--- src/rtl/maze_frame_streamer.sv ---
`default_nettype none
// +--------------------------------------------------------------------------+
// | maze_frame_streamer: streams maze cell codes row-major over valid/ready.  |
// | Optional MAZE_STREAM_COORD_EN adds cell_row/cell_col outputs.             |
// | Revision: 1.0                                                             |
// +--------------------------------------------------------------------------+
module maze_frame_streamer #(
  parameter int ROWS  = 10,
  parameter int COLS  = 10,
  parameter int POS_W = 8
) (
  input  logic             clk,
  input  logic             rst,
  input  logic             start,
  input  logic [POS_W-1:0] agent_pos,
  input  logic [POS_W-1:0] goal_pos,
  input  logic             wall_we,
  input  logic [POS_W-1:0] wall_addr,
  input  logic             wall_din,
  output logic             busy,
  output logic             cell_valid,
  input  logic             cell_ready,
  output logic [1:0]       cell_code,
  output logic             cell_eol,
  output logic             cell_eof,
  output logic             frame_done
`ifdef MAZE_STREAM_COORD_EN
  ,
  output logic [POS_W-1:0] cell_row,
  output logic [POS_W-1:0] cell_col
`endif
);

  localparam int CELLS = ROWS * COLS;
  localparam logic [POS_W-1:0] C_LAST_IDX = POS_W'(CELLS - 1);
  localparam logic [POS_W-1:0] C_LAST_COL = POS_W'(COLS - 1);
  localparam logic [POS_W-1:0] C_ZERO     = '0;
  localparam logic [POS_W-1:0] C_ONE      = POS_W'(1);

  typedef enum logic [1:0] {S_IDLE = 2'd0, S_STREAM = 2'd1, S_DONE = 2'd2} state_t;

  state_t           r_state;
  logic [POS_W-1:0] r_idx;
  logic [POS_W-1:0] r_col;
  logic [POS_W-1:0] r_agent;
  logic [POS_W-1:0] r_goal;
  logic [CELLS-1:0] r_walls;

  logic             w_load;
  logic             w_we_ok;
  logic [POS_W-1:0] w_idx_nx;
  logic [POS_W-1:0] w_col_nx;
  logic [POS_W-1:0] w_agent_nx;
  logic [POS_W-1:0] w_goal_nx;
  logic [CELLS-1:0] w_mask;
  logic [CELLS-1:0] w_walls_nx;
  logic [CELLS-1:0] w_wall_shift;
  logic [1:0]       w_code_nx;

  function automatic logic [1:0] code_of(input logic [POS_W-1:0] i,
                                         input logic [POS_W-1:0] a,
                                         input logic [POS_W-1:0] g,
                                         input logic             w);
    if (a == i)      return 2'd1;
    else if (g == i) return 2'd2;
    else if (w)      return 2'd3;
    else             return 2'd0;
  endfunction

  assign w_load     = (r_state == S_IDLE) && start;
  assign w_idx_nx   = w_load ? C_ZERO : (r_idx + C_ONE);
  assign w_col_nx   = (w_load || (r_col == C_LAST_COL)) ? C_ZERO : (r_col + C_ONE);
  assign w_agent_nx = w_load ? agent_pos : r_agent;
  assign w_goal_nx  = w_load ? goal_pos  : r_goal;

  // A write landing on the start edge must already be visible in cell 0's code.
  assign w_we_ok      = wall_we && !busy && (wall_addr <= C_LAST_IDX);
  assign w_mask       = CELLS'(1) << wall_addr;
  assign w_walls_nx   = !w_we_ok ? r_walls
                      : (wall_din ? (r_walls | w_mask) : (r_walls & ~w_mask));
  assign w_wall_shift = w_walls_nx >> w_idx_nx;
  assign w_code_nx    = code_of(w_idx_nx, w_agent_nx, w_goal_nx, w_wall_shift[0]);

  always_ff @(posedge clk or posedge rst) begin
    if (rst) r_walls <= '0;
    else     r_walls <= w_walls_nx;
  end

`ifdef MAZE_STREAM_COORD_EN
  logic [POS_W-1:0] r_row;
  assign cell_row = r_row;
  assign cell_col = r_col;
`endif

  always_ff @(posedge clk or posedge rst) begin
    if (rst) begin
      r_state    <= S_IDLE;
      r_idx      <= '0;
      r_col      <= '0;
      r_agent    <= '0;
      r_goal     <= '0;
      busy       <= 1'b0;
      cell_valid <= 1'b0;
      cell_code  <= 2'd0;
      cell_eol   <= 1'b0;
      cell_eof   <= 1'b0;
      frame_done <= 1'b0;
`ifdef MAZE_STREAM_COORD_EN
      r_row      <= '0;
`endif
    end else begin
      frame_done <= 1'b0;
      case (r_state)
        S_IDLE: begin
          if (start) begin
            r_state    <= S_STREAM;
            r_agent    <= agent_pos;
            r_goal     <= goal_pos;
            r_idx      <= '0;
            r_col      <= '0;
            busy       <= 1'b1;
            cell_valid <= 1'b1;
            cell_code  <= w_code_nx;
            cell_eol   <= (w_col_nx == C_LAST_COL);
            cell_eof   <= (w_idx_nx == C_LAST_IDX);
`ifdef MAZE_STREAM_COORD_EN
            r_row      <= '0;
`endif
          end
        end
        S_STREAM: begin
          if (cell_ready) begin
            if (r_idx == C_LAST_IDX) begin
              r_state    <= S_DONE;
              r_idx      <= '0;
              r_col      <= '0;
              cell_valid <= 1'b0;
              cell_code  <= 2'd0;
              cell_eol   <= 1'b0;
              cell_eof   <= 1'b0;
              frame_done <= 1'b1;
`ifdef MAZE_STREAM_COORD_EN
              r_row      <= '0;
`endif
            end else begin
              r_idx     <= w_idx_nx;
              r_col     <= w_col_nx;
              cell_code <= w_code_nx;
              cell_eol  <= (w_col_nx == C_LAST_COL);
              cell_eof  <= (w_idx_nx == C_LAST_IDX);
`ifdef MAZE_STREAM_COORD_EN
              if (r_col == C_LAST_COL) r_row <= r_row + C_ONE;
`endif
            end
          end
        end
        S_DONE: begin
          r_state <= S_IDLE;
          busy    <= 1'b0;
        end
        default: r_state <= S_IDLE;
      endcase
    end
  end

endmodule
`default_nettype wire

--- config.mk ---
export PLATFORM = sky130hd
export DESIGN_NAME = maze_frame_streamer
export DESIGN_NICKNAME = d
export VERILOG_FILES = /design/src/rtl/maze_frame_streamer.sv
export SDC_FILE = /design/constraint.sdc
export NUM_CORES = 1
export LEC_CHECK = 0
export CAP_MARGIN = 10
export CORE_ASPECT_RATIO = 0.6
export CORE_UTILIZATION = 45
export CTS_CLUSTER_SIZE = 20
export DETAILED_ROUTE_END_ITERATION = 7
export SYNTH_ARGS = -nofsm -noshare
export SYNTH_HDL_FRONTEND = slang
export SYNTH_SLANG_ARGS = --single-unit
--- constraint.sdc ---
create_clock -name clk -period 3.95 [get_ports clk]
set_input_delay 0.395 -clock clk [delete_from_list [all_inputs] [get_ports clk]]
set_output_delay 0.395 -clock clk [all_outputs]
set_load 0.05 [all_outputs]
==> results.txt, run 1 <==
----------------------------------------------------
[Hold path]
  Worst hold endpoint ... r_walls[63]$_DFF_PP0_
  Hold Path Class ... input port to flip-flop
  Number of cells traversed by the worst hold path ... 3
  Worst hold start ... wall_din

[Power]
  Fraction of power consumed by sequential logic ... 31.4%
  Leakage dissipation ... 4.32 nW
  Sw Share ... 36.8%
  Clock power share ... 33.8%
  Total internal power ... 0.00327 W
  Worst IR Drop VDD ... 0.000335 V
  Power density over the cells ... 511 mW/mm²
  Share of total power in combinational logic ... 34.7%
  Net Sw Power ... 0.00190 W
  Post-layout power ... 0.00517 W

[Clock network]
  Maximum clock insertion buffer count ... 2
  Hold_buf cts ... 0
  Insertion delay to the later sink of the worst-skew pair ... 0.44 ns
  Clock-pin slew reported for the worst setup and hold paths after clock tree synthesis ... 0.06 ns
  Total number of clock tree sinks ... 141
  TritonCTS buffer count ... 17
  TritonCTS clock tree ... built
  # Post-CTS Setup Buffers ... 0
  Clk Tree Root Cell ... clkbuf_16
  Quantity of gates resized following cts ... 0
  H-tree Lvls ... 4

[Global routing]
  Via count of the first global-routing pass ... 7571
  Number of antenna violations at the first check in global routing ... 0
  Wire length of the first global-routing pass ... 46000 µm
  Overall Global Routing Usage ... 31.2%
  Leftover overflow at the end of global routing ... 0
  Maximum number of pins on one net before global-route repair ... 142

[Floorplan]
  Placeable core region ... 0.0184 mm²
  Cell Rows ... 38
  Overall die height ... 109 µm
  Effective utilization at floorplan ... 47.0%
  Area of the die ... 0.0198 mm²
  Chip Width ... 181 µm
  Top-Level Pins ... 37

[Drt]
  Number of DRC violations after detailed-routing iteration 0 ... 1102
  Via count ... 8030
  Total DRC errors in the routed layout ... 0
  Avg WL per Cell ... 25.1 µm
  Average via count per standard cell ... 6.73
  Final wirelength ... 30000 µm
  Detail Route Antenna Nets ... 0
  First-pass detailed-route iteration total ... 8

[Worst setup path]
  Cell Chain, Critical Path ... ha_1 -> xor2_1 -> and2_1 -> buf_12 -> a21oi_1 -> a311oi_1 -> nor4_1 -> nor4_2 -> nor3_1 -> o31ai_1
  Type of element capturing the critical path ... flip-flop
  FF-to-FF setup slack ... 0.35 ns
  Req. time, crit path ... 4.30 ns
  Slowest Stage Delay on Critical Path ... 0.75 ns
  Cells on worst reg2reg path ... 10
  Stages on worst setup path ... 10
  Startpoint class of the critical path ... flip-flop
  Worst endpoint data arrival time ... 3.95 ns
  Highest-delay cell along the critical path ... xor2_1
  Worst setup path category ... flip-flop to flip-flop
  Cell type group with the largest total delay on the critical path ... simple AND/OR/NAND/NOR gates
  Worst Path Buf+Inv ... 1
  Critical register-to-register path startpoint ... r_idx[1]$_DFFE_PP0P_
  RR Endpoint ... cell_code[0]$_DFFE_PP0P_
  Worst Path Max Fanout ... 15

[Flow run]
  MaxCap Viol Count ... 0

[Logic synthesis]
  Top cells by count, synth ... 141 x dfrtp_1, 91 x nand2_1, 67 x o21ai_0
  Area share of the largest cell type after synthesis ... 40.7%
  Flops & latches, synth ... 141
  Cell area after synthesis ... 0.00866 mm²
  Post-synthesis average cell area ... 9.48 µm²
  Yosys top cell by area ... dfrtp_1
  Yosys synthesis warning count ... 0
  Count of flip-flops with a built-in enable after synthesis ... 0
  Predominant post-synthesis flop cell ... dfrtp_1
  Post-synth cell types ... 91
  Fraction of the yosys area taken by sequential cells ... 40.7%
  Top cells by area in the synthesized netlist ... dfrtp_1 41%, mux2_2 5.6%, nand2_1 3.9%, o21ai_0 3.9%, mux2i_1 2.9%
  Number of standard cells after synthesis ... 914
  Syn Nets ... 947
  Post-synth ARST share ... 100%
  Library cell with the highest instance count after synthesis ... dfrtp_1

[Layout]
  Number of nets in the final layout ... 974
  Synthesis-to-layout area growth ... 16.7%
  Number of antenna cells inserted ... 0
  Final design instance area without fill ... 0.0101 mm²
  Share of layout cells above drive strength 1 ... 18.4%
  Core occupancy in the finished layout ... 54.8%

[Timing]
  Worst rel slew slack ... 32.2%
  Count of endpoints failing setup in the final report ... 0
  Setup Total Neg Slack ... 0 ns
  Setup slack after layout ... 0.346 ns
  Final max-slew violation count ... 0
  Maximum achievable frequency ... 0.277 GHz
  Setup clock skew after layout ... 0.00950 ns
  RSZ-0062 raised after global routing ... no
  Final hold violations ... 0
  Final critical-path share of the clock period ... 91.2%
  Transition time at the pin with the least slew margin ... 1.01 ns
  Minimum clock period ... 3.60 ns

[Place]
  Final HPWL DP ... 21000 µm
  Global placer's final weighted congestion ... 0.950
  Count of input and output buffers ... 36
  Placement Setup Slack ... 0.327 ns
  Area after detailed placement ... 0.00947 mm²

[Status]
  Outcome ... completed

----------------------------------------------------
[layer usage]
metal	wire [µm]	track usage, %	vias up
met5	0	1.00	-
met4	654	9.75	0
met3	3710	11.5	65
met2	11900	42.3	477
met1	13700	45.4	3977
li1	-	-	3511
[worst max path at each step]
stage / from / to / slack [ns]
6_report: r_idx[1]$_DFFE_PP0P_ / cell_code[0]$_DFFE_PP0P_ / 0.35
3_5_place_dp: wall_addr[3] / cell_code[1]$_DFFE_PP0P_ / 0.33
5_1_grt: r_idx[0]$_DFFE_PP0P_ / cell_code[0]$_DFFE_PP0P_ / 0.26
2_1_floorplan: busy$_DFFE_PP0P_ / cell_code[1]$_DFFE_PP0P_ / 0.90
4_1_cts: r_idx[1]$_DFFE_PP0P_ / cell_code[0]$_DFFE_PP0P_ / 0.53
3_3_place_gp: wall_addr[6] / cell_code[1]$_DFFE_PP0P_ / 0.33
[sequential cells by signal, summed over array words and instances (netlist names)]
signal / count
busy: 1
r_col: 8
r_idx: 8
cell_eol: 1
r_agent: 8
r_walls: 100
r_state: 2
cell_valid: 1
frame_done: 1
r_goal: 8
cell_code: 2
cell_eof: 1
[power by group through the flow]
stage | combinational [W] | sequential, W | clock, W
after floorplan | 0.00100 | 0.00165 | 0
after global placement | 0.00171 | 0.00164 | 0
after detailed placement | 0.00172 | 0.00165 | 0
after CTS | 0.00173 | 0.00162 | 0.00177
after global routing | 0.00187 | 0.00164 | 0.00183
final | 0.00180 | 0.00163 | 0.00175
[layout make-up]
class	count	area, µm²
inverter	26	101
tap	240	300
sequential	141	3530
multi-input combinational	658	4650
timing repair buffer	97	888
clock inverter	11	164
fill	1640	8340
clock buffer	21	470
[placed cells by master, fill, tap and decap left out, types with 18 or more instances in the layout]
cell and count:
mux2_2 43, o31ai_1 26, o21ai_0 67, o41ai_1 18, clkdlybuf4s50_1 35, nor2_1 28, buf_4 55, nand3_1 48
nand4_1 23, inv_1 22, mux2i_1 25, dfrtp_1 141, nand2_1 91
[worst reg2reg max path, stage by stage (launching register included)]
cell,delay [ns]
dfrtp_1,0.45
ha_1,0.25
xor2_1,0.75
and2_1,0.42
buf_12,0.21
a21oi_1,0.06
a311oi_1,0.42
nor4_1,0.13
nor4_2,0.45
nor3_1,0.13
o31ai_1,0.25
[logic make-up (layout without fill, tap and decap cells)]
kind of cell	count (synthesis)	in the layout	share of synthesized area, %
and+or+nand+nor	314	314	20.6
AOI/OAI and AO/OA	248	248	21.2
DFF	141	141	40.7
buffers and inverters	115	155	5.71
muxes	74	74	9.39
xor gates and xnor gates	19	19	1.92
adders and majority gates	3	3	0.433
[metrics by stage]
step	hold slack [ns]	instances
after floorplan	0.433	914
after global placement	0.453	1162
after detailed placement	0.471	1162
after CTS	0.369	1194
after global routing	0.441	1194
final	0.379	1194
No activity file was read; power rests on OpenSTA's default activity.
==> run 2: changes to the inputs <==
--- a/config.mk
+++ b/config.mk
@@ -7,9 +7,11 @@
 export LEC_CHECK = 0
 export CAP_MARGIN = 10
 export CORE_ASPECT_RATIO = 0.6
+export CORE_MARGIN = 1
 export CORE_UTILIZATION = 45
 export CTS_CLUSTER_SIZE = 20
 export DETAILED_ROUTE_END_ITERATION = 7
+export SLEW_MARGIN = 0
 export SYNTH_ARGS = -nofsm -noshare
 export SYNTH_HDL_FRONTEND = slang
 export SYNTH_SLANG_ARGS = --single-unit
==> results of run 2 <==
Final layout, timing and power as in run 1 (identical DEF).
==> run 3: changes to the inputs <==
==> constraint.sdc (replaced) <==
create_clock -name clk -period 3.5 [get_ports clk]
set_input_delay 0.35 -clock clk [delete_from_list [all_inputs] [get_ports clk]]
set_output_delay 0.35 -clock clk [all_outputs]
set_load 0.05 [all_outputs]
==> run 3 against run 2 <==
- first-iteration DRC count fell by 17%
- utilization is 2.8 points higher
- maximum frequency is 9.4% higher
- sequential power is 12% higher
- final cell count increased by 4.9%
- clock-buffer cell count is the same
- sequential share of layout area decreased by 1.7 points
- wire length increased by 4.5%
- combinational power increased by 21%
- largest power group unchanged
==> results.txt, run 3 (synthesized netlist as in run 1, its figures left out) <==
----------------------------------------------------
[Status]
  Outcome ... completed

[Worst setup path]
  Worst endpoint data arrival time ... 3.64 ns
  Highest-delay cell along the critical path ... dfrtp_1
  Slowest Stage Delay on Critical Path ... 0.45 ns
  Most Frequent Cell on Critical Path ... buf_4
  Req. time, crit path ... 3.85 ns
  Worst setup path category ... flip-flop to flip-flop
  Type of element capturing the critical path ... flip-flop
  Worst Path Max Fanout ... 8
  Cell Chain, Critical Path ... ha_1 -> xor2_1 -> and2_1 -> buf_4 -> nand2_1 -> a211oi_1 -> nor4_1 -> buf_4 -> o41ai_1 -> a31oi_1 -> o31ai_1
  Worst Path Buf+Inv ... 2
  Startpoint class of the critical path ... flip-flop
  Cell type group with the largest total delay on the critical path ... compound AO/OA/AOI/OAI gates

[Power]
  Leakage dissipation ... 4.65 nW
  Post-layout power ... 0.00605 W
  Worst IR Drop VDD ... 0.000367 V
  Power density over the cells ... 569 mW/mm²

[Clock network]
  H-tree Lvls ... 4
  Insertion delay to the later sink of the worst-skew pair ... 0.44 ns
  Clk Tree Root Cell ... clkbuf_16
  TritonCTS buffer count ... 17
  Quantity of gates resized following cts ... 0
  Total number of clock tree sinks ... 141
  TritonCTS clock tree ... built
  Hold_buf cts ... 0
  Clock-pin slew reported for the worst setup and hold paths after clock tree synthesis ... 0.06 ns
  # Post-CTS Setup Buffers ... 0
  Maximum clock insertion buffer count ... 2

[Global routing]
  Via count of the first global-routing pass ... 7999
  Overall Global Routing Usage ... 32.8%
  Wire length of the first global-routing pass ... 48000 µm
  Maximum number of pins on one net before global-route repair ... 62
  Number of antenna violations at the first check in global routing ... 1
  Leftover overflow at the end of global routing ... 0

[Timing]
  RSZ-0062 raised after global routing ... no
  Setup clock skew after layout ... 0.00962 ns
  Final critical-path share of the clock period ... 94.1%
  Transition time at the pin with the least slew margin ... 0.873 ns
  Final max-slew violation count ... 0
  Final hold violations ... 0
  Maximum achievable frequency ... 0.304 GHz
  Count of endpoints failing setup in the final report ... 0
  Worst rel slew slack ... 41.7%
  Minimum clock period ... 3.29 ns

[Floorplan]
  Top-Level Pins ... 37
  Placeable core region ... 0.0184 mm²
  Effective utilization at floorplan ... 47.0%
  Chip Width ... 181 µm
  Area of the die ... 0.0198 mm²
  Overall die height ... 109 µm
  Cell Rows ... 38

[Drt]
  Number of DRC violations after detailed-routing iteration 0 ... 918
  First-pass detailed-route iteration total ... 6
  Via count ... 8246
  Total DRC errors in the routed layout ... 0
  Detail Route Antenna Nets ... 0
  Final wirelength ... 31400 µm
  Avg WL per Cell ... 25.1 µm
  Average via count per standard cell ... 6.59

[Layout]
  Largest register FFs ... 100
  Number of nets in the final layout ... 1032
  Number of antenna cells inserted ... 0
  Most common library cell in the layout ignoring fill and taps ... dfrtp_1
  Synthesis-to-layout area growth ... 22.8%
  Largest register by flop count ... r_walls
  Share of layout cells above drive strength 1 ... 23.0%
  Fill count ... 1586
  Highest-count cells in the layout ignoring fill and taps ... 141 x dfrtp_1, 107 x buf_4, 91 x nand2_1
  Core occupancy in the finished layout ... 57.6%
  Final design instance area without fill ... 0.0106 mm²
  Non-Filler Instances ... 1252

[Place]
  Area after detailed placement ... 0.00998 mm²
  Cell count after placement ... 1220
  Global placer's final weighted congestion ... 1.00
  Count of input and output buffers ... 36
  Final HPWL DP ... 22700 µm

[Flow run]
  MaxCap Viol Count ... 0

[Hold path]
  Hold Path Class ... input port to flip-flop

----------------------------------------------------
==> run 3: cell count changes in the layout (fill, tap and decap cells not counted) <==
cell,delta
buf_4,+52
buf_12,+6
bufinv_16,+1
clkbuf_1,+1
clkbuf_8,-1
clkinv_2,-1
==> run 3: power by group <==
| part | total [W] | switching [W] | internal, W |
|---|---|---|---|
| clock | 0.00204 | 0.000740 | 0.00130 |
| combinational | 0.00218 | 0.00138 | 0.000798 |
| sequential | 0.00183 | 0.0000810 | 0.00175 |
| total | 0.00605 | 0.00220 | 0.00385 |
==> run 3: final timing paths <==
check | from | to | slack, ns | depth (start not counted)
max in group asynchronous | rst | r_goal[4]$_DFFE_PP0P_ | 2.27 | 3
hold / removal | wall_din | r_walls[42]$_DFF_PP0_ | 0.31 | 3
setup / recovery | r_idx[1]$_DFFE_PP0P_ | cell_code[0]$_DFFE_PP0P_ | 0.21 | 11
hold reg to reg | r_walls[21]$_DFF_PP0_ | r_walls[21]$_DFF_PP0_ | 0.48 | 2
min in group asynchronous | rst | r_walls[7]$_DFF_PP0_ | 0.43 | 2
setup reg to reg | r_idx[1]$_DFFE_PP0P_ | cell_code[0]$_DFFE_PP0P_ | 0.21 | 11
==> run 3: worst min-delay path: cells and delay by family <==
family | cells | cell delay, ns
buffers and inverters | 1 | 0.17
AND/OR/NAND/NOR | 2 | 0.17
==> run 3: layer usage <==
layer | vias to the layer above | GRT usage (%) | share of wire (%)
li1 | 3642 | - | -
met1 | 4097 | 47.7 | 47
met2 | 449 | 45.6 | 40
met3 | 56 | 10.8 | 11
met4 | 2 | 10.4 | 1.9
met5 | - | 0 | 0.038
==> run 3: stage by stage <==
step                      setup WS (ns)  TNS (ns)  hold slack (ns)
after global placement          -0.0147   -0.0262            0.452
after detailed placement         0.0185         0            0.469
after CTS                         0.356         0            0.289
after floorplan                   0.452         0            0.433
final                             0.207         0            0.311
after global routing             0.0658         0            0.314
==> run 3: area by class of cell <==
cell class,instances,area (µm²),area share [%]
timing repair buffer,155,1400,13.2
sequential,141,3530,33.2
multi-input combinational,658,4650,43.8
clock buffer,21,460,4.33
tap,240,300,2.82
clock inverter,11,189,1.78
inverter,26,101,0.953
